===== src/rtl/alu_sequencer_if.sv =====
`default_nettype none
// ============================================================================
//  Module   : alu_sequencer_if
//  Brief    : Instruction handshake and ALU/flag/PC control bundle for the
//             SIMP ALU sequencer.
//  Revision : 1.0 - initial release
// ============================================================================
interface alu_sequencer_if;
  logic       instr_valid;
  logic       instr_ready;
  logic [3:0] opcode;
  logic [2:0] cond;
  logic [4:0] flags;
  logic       ld_a;
  logic       ld_b;
  logic [2:0] alu_op;
  logic       leq;
  logic       flag_ld;
  logic       acc_we;
  logic       pc_inc;
  logic       pc_load;
  logic       done;
  logic       err;
  logic [7:0] retired;

  modport master (
    output instr_valid, opcode, cond, flags,
    input  instr_ready, ld_a, ld_b, alu_op, leq, flag_ld, acc_we,
           pc_inc, pc_load, done, err, retired
  );

  modport slave (
    input  instr_valid, opcode, cond, flags,
    output instr_ready, ld_a, ld_b, alu_op, leq, flag_ld, acc_we,
           pc_inc, pc_load, done, err, retired
  );
endinterface
`default_nettype wire


===== src/rtl/alu_sequencer.sv =====
`default_nettype none
// ============================================================================
//  Module   : alu_sequencer
//  Brief    : Multi-cycle control FSM sequencing operand loads, ALU op,
//             flag/accumulator writeback and conditional jumps.
//  Revision : 1.0 - initial release
// ============================================================================
module alu_sequencer (
  input wire           ck,
  input wire           rst,
  alu_sequencer_if.slave bus
);

  localparam logic [3:0] c_OP_NOP = 4'h0;
  localparam logic [3:0] c_OP_CMP = 4'h8;
  localparam logic [3:0] c_OP_JCC = 4'h9;
  localparam logic [2:0] c_ALU_SUB = 3'd2;

  typedef enum logic [2:0] {
    S_IDLE   = 3'd0,
    S_LOAD_A = 3'd1,
    S_LOAD_B = 3'd2,
    S_EXEC   = 3'd3,
    S_WB     = 3'd4,
    S_BRANCH = 3'd5
  } state_t;

  state_t     r_state;
  state_t     w_state_nxt;
  logic [3:0] r_opcode;
  logic [2:0] r_cond;
  logic       r_err;
  logic [7:0] r_retired;

  logic       w_ready;
  logic       w_accept;
  logic       w_in_alu;
  logic       w_in_illegal;
  logic       w_is_alu;
  logic       w_is_cmp;
  logic [2:0] w_op;
  logic       w_taken;
  logic       w_ld_a;
  logic       w_ld_b;
  logic [2:0] w_alu_op;
  logic       w_leq;
  logic       w_flag_ld;
  logic       w_acc_we;
  logic       w_pc_inc;
  logic       w_pc_load;
  logic       w_done;

  // Ready is gated by rst so a handshake coincident with reset is never taken.
  assign w_ready      = (r_state == S_IDLE) && !r_err && !rst;
  assign w_accept     = bus.instr_valid && w_ready;
  assign w_in_alu     = (bus.opcode[3] == 1'b0) && (bus.opcode != c_OP_NOP);
  assign w_in_illegal = (bus.opcode > c_OP_JCC);

  assign w_is_alu = (r_opcode[3] == 1'b0) && (r_opcode != c_OP_NOP);
  assign w_is_cmp = (r_opcode == c_OP_CMP);
  assign w_op     = w_is_cmp ? c_ALU_SUB : r_opcode[2:0];

  // flags = {C,O,P,N,Z}
  always_comb begin
    w_taken = 1'b0;
    case (r_cond)
      3'd0:    w_taken = 1'b1;
      3'd1:    w_taken = bus.flags[4];
      3'd2:    w_taken = bus.flags[3];
      3'd3:    w_taken = bus.flags[2];
      3'd4:    w_taken = bus.flags[1];
      3'd5:    w_taken = bus.flags[0];
      3'd6:    w_taken = !bus.flags[0];
      default: w_taken = !bus.flags[1];
    endcase
  end

  always_ff @(posedge ck) begin
    if (rst) begin
      r_state <= S_IDLE;
    end else begin
      r_state <= w_state_nxt;
    end
  end

  always_comb begin
    w_state_nxt = r_state;
    w_ld_a      = 1'b0;
    w_ld_b      = 1'b0;
    w_alu_op    = 3'd0;
    w_leq       = 1'b0;
    w_flag_ld   = 1'b0;
    w_acc_we    = 1'b0;
    w_pc_inc    = 1'b0;
    w_pc_load   = 1'b0;
    w_done      = 1'b0;
    case (r_state)
      S_IDLE: begin
        if (w_accept) begin
          if (w_in_illegal) begin
            w_state_nxt = S_IDLE;
          end else if (bus.opcode == c_OP_JCC) begin
            w_state_nxt = S_BRANCH;
          end else if (w_in_alu || (bus.opcode == c_OP_CMP)) begin
            w_state_nxt = S_LOAD_A;
          end else begin
            w_state_nxt = S_WB;
          end
        end
      end
      S_LOAD_A: begin
        w_ld_a      = 1'b1;
        w_state_nxt = S_LOAD_B;
      end
      S_LOAD_B: begin
        w_ld_b      = 1'b1;
        w_state_nxt = S_EXEC;
      end
      S_EXEC: begin
        w_alu_op    = w_op;
        w_leq       = w_is_cmp;
        w_state_nxt = S_WB;
      end
      S_WB: begin
        w_alu_op    = w_op;
        w_leq       = w_is_cmp;
        w_flag_ld   = w_is_alu || w_is_cmp;
        w_acc_we    = w_is_alu;
        w_pc_inc    = 1'b1;
        w_done      = 1'b1;
        w_state_nxt = S_IDLE;
      end
      S_BRANCH: begin
        w_pc_load   = w_taken;
        w_pc_inc    = !w_taken;
        w_done      = 1'b1;
        w_state_nxt = S_IDLE;
      end
      default: begin
        w_state_nxt = S_IDLE;
      end
    endcase
  end

  always_ff @(posedge ck) begin
    if (rst) begin
      r_opcode  <= 4'd0;
      r_cond    <= 3'd0;
      r_err     <= 1'b0;
      r_retired <= 8'd0;
    end else begin
      r_err <= w_accept && w_in_illegal;
      if (w_accept) begin
        r_opcode <= bus.opcode;
        r_cond   <= bus.cond;
      end
      if (w_done) begin
        r_retired <= r_retired + 8'd1;
      end
    end
  end

  assign bus.instr_ready = w_ready;
  assign bus.ld_a        = w_ld_a;
  assign bus.ld_b        = w_ld_b;
  assign bus.alu_op      = w_alu_op;
  assign bus.leq         = w_leq;
  assign bus.flag_ld     = w_flag_ld;
  assign bus.acc_we      = w_acc_we;
  assign bus.pc_inc      = w_pc_inc;
  assign bus.pc_load     = w_pc_load;
  assign bus.done        = w_done;
  assign bus.err         = r_err;
  assign bus.retired     = r_retired;

endmodule
`default_nettype wire


===== src/flat_wrapper.sv =====
// flat-port wrapper written by rule: the top's interface ports become plain ports
module alu_sequencer_flat 
  (ck, rst, bus_instr_valid, bus_opcode, bus_cond, bus_flags, bus_instr_ready, bus_ld_a, bus_ld_b, bus_alu_op, bus_leq, bus_flag_ld, bus_acc_we, bus_pc_inc, bus_pc_load, bus_done, bus_err, bus_retired);
  alu_sequencer_if bus_i ();
  input wire ck;
  input wire rst;
  input wire logic [$bits(bus_i.instr_valid)-1:0] bus_instr_valid;
  input wire logic [$bits(bus_i.opcode)-1:0] bus_opcode;
  input wire logic [$bits(bus_i.cond)-1:0] bus_cond;
  input wire logic [$bits(bus_i.flags)-1:0] bus_flags;
  output wire logic [$bits(bus_i.instr_ready)-1:0] bus_instr_ready;
  output wire logic [$bits(bus_i.ld_a)-1:0] bus_ld_a;
  output wire logic [$bits(bus_i.ld_b)-1:0] bus_ld_b;
  output wire logic [$bits(bus_i.alu_op)-1:0] bus_alu_op;
  output wire logic [$bits(bus_i.leq)-1:0] bus_leq;
  output wire logic [$bits(bus_i.flag_ld)-1:0] bus_flag_ld;
  output wire logic [$bits(bus_i.acc_we)-1:0] bus_acc_we;
  output wire logic [$bits(bus_i.pc_inc)-1:0] bus_pc_inc;
  output wire logic [$bits(bus_i.pc_load)-1:0] bus_pc_load;
  output wire logic [$bits(bus_i.done)-1:0] bus_done;
  output wire logic [$bits(bus_i.err)-1:0] bus_err;
  output wire logic [$bits(bus_i.retired)-1:0] bus_retired;
  assign bus_i.instr_valid = bus_instr_valid;
  assign bus_i.opcode = bus_opcode;
  assign bus_i.cond = bus_cond;
  assign bus_i.flags = bus_flags;
  assign bus_instr_ready = bus_i.instr_ready;
  assign bus_ld_a = bus_i.ld_a;
  assign bus_ld_b = bus_i.ld_b;
  assign bus_alu_op = bus_i.alu_op;
  assign bus_leq = bus_i.leq;
  assign bus_flag_ld = bus_i.flag_ld;
  assign bus_acc_we = bus_i.acc_we;
  assign bus_pc_inc = bus_i.pc_inc;
  assign bus_pc_load = bus_i.pc_load;
  assign bus_done = bus_i.done;
  assign bus_err = bus_i.err;
  assign bus_retired = bus_i.retired;
  alu_sequencer u_core (.ck(ck), .rst(rst), .bus(bus_i));
endmodule

===== config.mk =====
export PLATFORM = sky130hd
export DESIGN_NAME = alu_sequencer_flat
export DESIGN_NICKNAME = d
export VERILOG_FILES = /design/src/rtl/alu_sequencer_if.sv /design/src/rtl/alu_sequencer.sv /design/src/flat_wrapper.sv
export SDC_FILE = /design/constraint.sdc
export NUM_CORES = 1
export LEC_CHECK = 0
export ABC_CLOCK_PERIOD_IN_PS = 1600
export CORE_MARGIN = 2
export CORE_UTILIZATION = 30
export CTS_CLUSTER_DIAMETER = 150
export DETAILED_ROUTE_END_ITERATION = 8
export DONT_BUFFER_PORTS = 1
export GPL_TIMING_DRIVEN = 1
export PLACE_DENSITY = 0.51
export RECOVER_POWER = 50
export SLEW_MARGIN = 30
export SYNTH_ARGS = -nofsm -noshare
export SYNTH_HDL_FRONTEND = slang
export SYNTH_SLANG_ARGS = --single-unit

===== constraint.sdc =====
create_clock -name ck -period 1.6 [get_ports ck]
set_clock_uncertainty 0.1 [all_clocks]
set_input_delay 0.32 -clock ck [delete_from_list [all_inputs] [get_ports ck]]
set_output_delay 0.32 -clock ck [all_outputs]
set_load 0.01 [all_outputs]

# After elaboration in Yosys (flattened, before gate mapping)
# Index checks and enable logic that the tools add are counted.
[totals] register_bits=19 in_bits=15 output_inout_bits=21 elab_cells=59
[classes] addsub=1 magnitude_cmp=1 eq_ne=15 mux=16 bitwise=2 reduce_logical=19
[ops] operator="$mux W3" n=6
[ops] operator="$eq A3 B3 Y1 const B" n=5
[ops] operator="$eq A3 B2 Y1 const B" n=4
[ops] operator="$eq A4 B4 Y1 const B" n=3
[ops] operator="$pmux W3 S4" n=1
[ops] operator="$add A8 B1 Y8 const B" n=1
[ops] operator="$reduce_bool A4 Y1" n=2
[ops] operator="$mux W1" n=7
[ops] operator="$pmux W1 S7" n=1
[ops] operator="$eq A3 B1 Y1 const B" n=2
[ops] operator="$logic_and A1 B1 Y1" n=6
[ops] operator="$logic_not A3 Y1" n=2
[ops] operator="$logic_not A1 Y1" n=5
[ops] operator="$gt A4 B4 Y1 const B" n=1
[ops] operator="$reduce_or A2 Y1" n=2
[ops] operator="$logic_or A1 B1 Y1" n=2
[ops] operator="$ne A2 B1 Y1 const B" n=1
[ops] operator="$not A1 Y1" n=2
[ops] operator="$pmux W1 S2" n=1

# Logic depth before layout (Yosys ltp)
[depth] depth_word=8 depth_mapped=5 ltp_nobuf=4

# Least setup slack after synthesis
# Ideal clock, no wire load.
[synth_path] kind="input port to output port" startpoint="input rst" endpoint="output bus_instr_ready" arrival_time_ns=1.324 required_ns=1.180 setup_slack_ns=-0.144 path_stages=4 n_path_buf=2 path_cell_list="buf_2 -> or2_2 -> buf_4 -> nor4_1"
[synth_between] elab_chain_len=2
[synth_rtl] item="from (decl)" line="flat_wrapper.sv:6" rtl="input wire rst;"
[synth_rtl] item="$logic_not A1 Y1" line="alu_sequencer.sv:54" rtl="assign w_ready = (r_state == S_IDLE) && !r_err && !rst;"
[synth_rtl] item="$logic_and A1 B1 Y1" line="alu_sequencer.sv:54"
[synth_rtl] item="to (decl)" line="flat_wrapper.sv:11" rtl="output wire logic [$bits(bus_i.instr_ready)-1:0] bus_instr_ready;"
# No other way between the ends.

# Worst setup path in the final report
[layout_path] startpoint="register u_core.r_cond[1]" endpoint="output bus_pc_inc"
[layout_between] elab_chain_len=4 word_cells_on_any_way=10 cone_classes="eq/ne: 6; mux: 2; reduce/logical: 2"
[layout_rtl] item="from (decl)" line="alu_sequencer.sv:31" rtl="logic [2:0] r_cond;"
[layout_rtl] item="from (signal assigned)" line="alu_sequencer.sv:155" rtl="r_cond <= bus.cond;"
[layout_rtl] item="$eq A3 B3 Y1 (tied with other cells)" line="alu_sequencer.sv:66" rtl="case (r_cond)"
[layout_rtl] item="$pmux W1 S7 (*)" line="alu_sequencer.sv:66"
[layout_rtl] item="$logic_not A1 Y1 (*)" line="alu_sequencer.sv:135" rtl="w_pc_inc = !w_taken;"
[layout_rtl] item="$pmux W1 S2 (*)" line="alu_sequencer.sv:97" rtl="case (r_state)"
[layout_rtl] item="to (decl)" line="flat_wrapper.sv:18" rtl="output wire logic [$bits(bus_i.pc_inc)-1:0] bus_pc_inc;"
# Mark *: on every way between the ends. The rest lies on a longest branch, timed or not.

==> metrics <==
reg-to-reg startpoint=u_core.bus.retired[0]; CTS buffer count=3; Chip Width=63.6 um; starting density of the core=0.315; Non-Filler Instances=209; Clk Tree Root Cell=clkbuf_4; FF-to-FF End=u_core.bus.retired[7]; Final Setup Violations=21; Placed Cells=188; largest net degree at the start of global routing=14; FILL cells=324; detailed-route via count=1064; worst hold endpoint=u_core.r_cond[0]; EDFF count, synth=0; maximum VDD drop=0.000401 V; status=finished, violations left; sequential share of power=0.478; Syn Nets=140; Port Buf Inserts=0; Synth Register Bits=19; Worst Path Required=1.18 ns; Final Worst Setup Slack=-0.287 ns; syn avg cell area=8.61 um^2; max_slew headroom=0.631; startpoint types=register; Hold Path Stages=2; Logic pwr share=0.291; IO Count=36; Top FF cell, synth=dfxtp_1; cell row count=21; dpl ws=-0.0532 ns; kind of critical path=reg2out; Sw Ratio=0.304; Crit Path Max Fanout=4; P_leak=0.626 nW; Clock Pin Slew Worst Setup and Hold Paths=0.13 ns; FF-to-FF setup slack=-0.07 ns; DP HPWL=2050 um; Tot GR Track Use=0.160; Routed wire per std cell=14.7 um; warnings from Yosys=0; first-pass detailed-route iteration total=6; Hold Crit Class=in2reg; fmax=530 MHz; initial antenna violation count=0; element type at the critical path end=output port; worst skew pair latency=0.31 ns; Overall Power=1.08 mW; top cell type's share of synthesized area=0.356; Yosys top cell by area=dfxtp_1; DR iter-0 viols=30; critical path, cell by cell=mux2i_1 -> a2111oi_2 -> nor4_1 -> buf_4; Num Clock Sinks=19; CTS tree=yes; area delta synth->final=51.5%; ANT nets after route=0; WP data arrival=1.47 ns; Slew Limit Fails=0; final count of hold timing violations=0; Clock power frac=0.230; maximum root-to-sink buffer count=2; Overflow after GRT=0; Worst Reg-to-Reg Cells=4; measured slew at the worst slew-check pin=0.552 ns; synthesized cell area=1070 um^2; synth top area cells=dfxtp_1 36%, o21ai_2 5.7%, nand3_1 5.2%; nets=180; setup TNS=-1.73 ns; Final Routed Wirelength=3080 um; slowest CP cell=a2111oi_2; core area=3390 um^2; NetSw=329 uW; Pint=753 uW; Die Area=4050 um^2; max-cap violation count=0; min-delay src=bus_cond[0]; post-DR vias/cell=5.09; Netlist cell types=39; layout cells sized above 1=0.485; final period utilization=1.18; DRC viols=0; Post-synth ARST share=0; P per Cell Area=669 nW/um^2; critical path's largest stage delay=0.41 ns; Syn Inst Count=124; Chip Height=63.6 um; sequential-to-total area share from yosys stat=0.356; vias in the first global route=1075; antenna cells=0; unrepaired setup endpoints after global routing=yes; RD Place Congestion=0.672; first-pass GRT wire length=5170 um; H-tree depth=1; final period demand of the worst path=1.89 ns; failing checks=setup timing
## per-layer routing
| metal | up-vias | global-route usage | wire length [um] |
|---|---|---|---|
| met3 | 4 | 0.0625 | 182 |
| met5 | - | 0 | 0 |
| li1 | 530 | - | - |
| met2 | 28 | 0.278 | 1570 |
| met4 | 0 | 0.0408 | 32 |
| met1 | 502 | 0.182 | 1300 |
## critical path, delay by kind of cell, from the launching register on
family | cells | cell delay (ns)
DFF | 1 | 0.36
buffers and inverters | 1 | 0.16
and+or+nand+nor | 1 | 0.10
AOI/OAI and AO/OA | 1 | 0.41
muxes | 1 | 0.13
## timing repair
action,4_1_cts,5_1_grt
hold buffers,1,0
pin swaps,11,11
endpoints found under the hold margin,13,0
endpoints found under the setup margin,12,23
gates resized for setup,33,18
buffers inserted,14,5
## registers in the layout, indices dropped and copies added (netlist names)
name / cells
u_core.bus.retired: 8
u_core.r_opcode: 4
u_core.r_cond: 3
u_core.r_state: 3
u_core.bus.err: 1
## power groups by stage
| stage | combinational, mW | sequential, mW | clock [mW] |
|---|---|---|---|
| final | 0.315 | 0.518 | 0.249 |
| after global routing | 0.342 | 0.520 | 0.286 |
| after CTS | 0.285 | 0.515 | 0.259 |
| after detailed placement | 0.215 | 0.529 | 0 |
| after global placement | 0.213 | 0.528 | 0 |
| after floorplan | 0.156 | 0.524 | 0 |
## logic make-up (layout without fill, tap and decap cells)
family                   after synthesis  count (layout)  share of synthesized area
flip-flops                            19              19                      0.356
AND/OR/NAND/NOR                       55              55                      0.301
XOR/XNOR                               5               5                     0.0410
AO/OA/AOI/OAI                         29              29                      0.190
multiplexers                           4               4                     0.0399
adder cells (fa/ha/maj)                1               1                     0.0117
buffers and inverters                 11              50                     0.0598
## metrics by stage
stage | hold slack, ns | util | instance area, um^2
detailed placement | 0.294 | 0.377 | 1280
finish | 0.0382 | 0.477 | 1620
CTS | 0.0329 | 0.449 | 1520
global route | 0.0171 | 0.477 | 1620
floorplan | 0.357 | - | 1080
global placement | 0.293 | 0.377 | 1280
## Yosys cell counts, drive strengths merged, types with 2 or more instances
cell,n
and2,2
nor2b,2
nand3b,2
nand3,11
buf,7
dfxtp,19
nand2,4
nand2b,3
xnor2,2
or3,2
mux2i,2
or4,2
a21oi,10
inv,4
o21ai,11
mux2,2
nor2,10
nor3b,3
nor3,5
xor2,3
nor4,5
a211oi,2
## cell usage in the layout, fill, tap and decap left out, types with 4 or more instances in the layout
master / count
nor4_4: 4
buf_4: 25
buf_6: 11
dfxtp_4: 4
nand3_1: 11
inv_1: 4
nand2_1: 4
a21oi_1: 9
dfxtp_2: 4
nor2_1: 10
dfxtp_1: 11
clkbuf_1: 4
o21ai_2: 7
## worst max path at each step
stage / start / to
after global routing: u_core.r_cond[1] / bus_pc_inc
after floorplan: u_core.r_cond[1] / bus_pc_inc
after CTS: u_core.r_cond[1] / bus_pc_inc
after detailed placement: u_core.r_cond[1] / bus_pc_inc
final: u_core.r_cond[1] / bus_pc_inc
after global placement: u_core.r_state[0] / bus_pc_inc
## final cells by class
cell class	instances	area, um^2	share of cell area
clock buffers	3	22.5	0.0139
clock inverters	1	5.00	0.00310
inverters	4	15.0	0.00929
multi-input cells	94	764	0.473
flip-flops and latches	19	400	0.248
well taps	46	57.6	0.0356
repair buffers	42	352	0.217
Power figures use the tool's default switching activity.
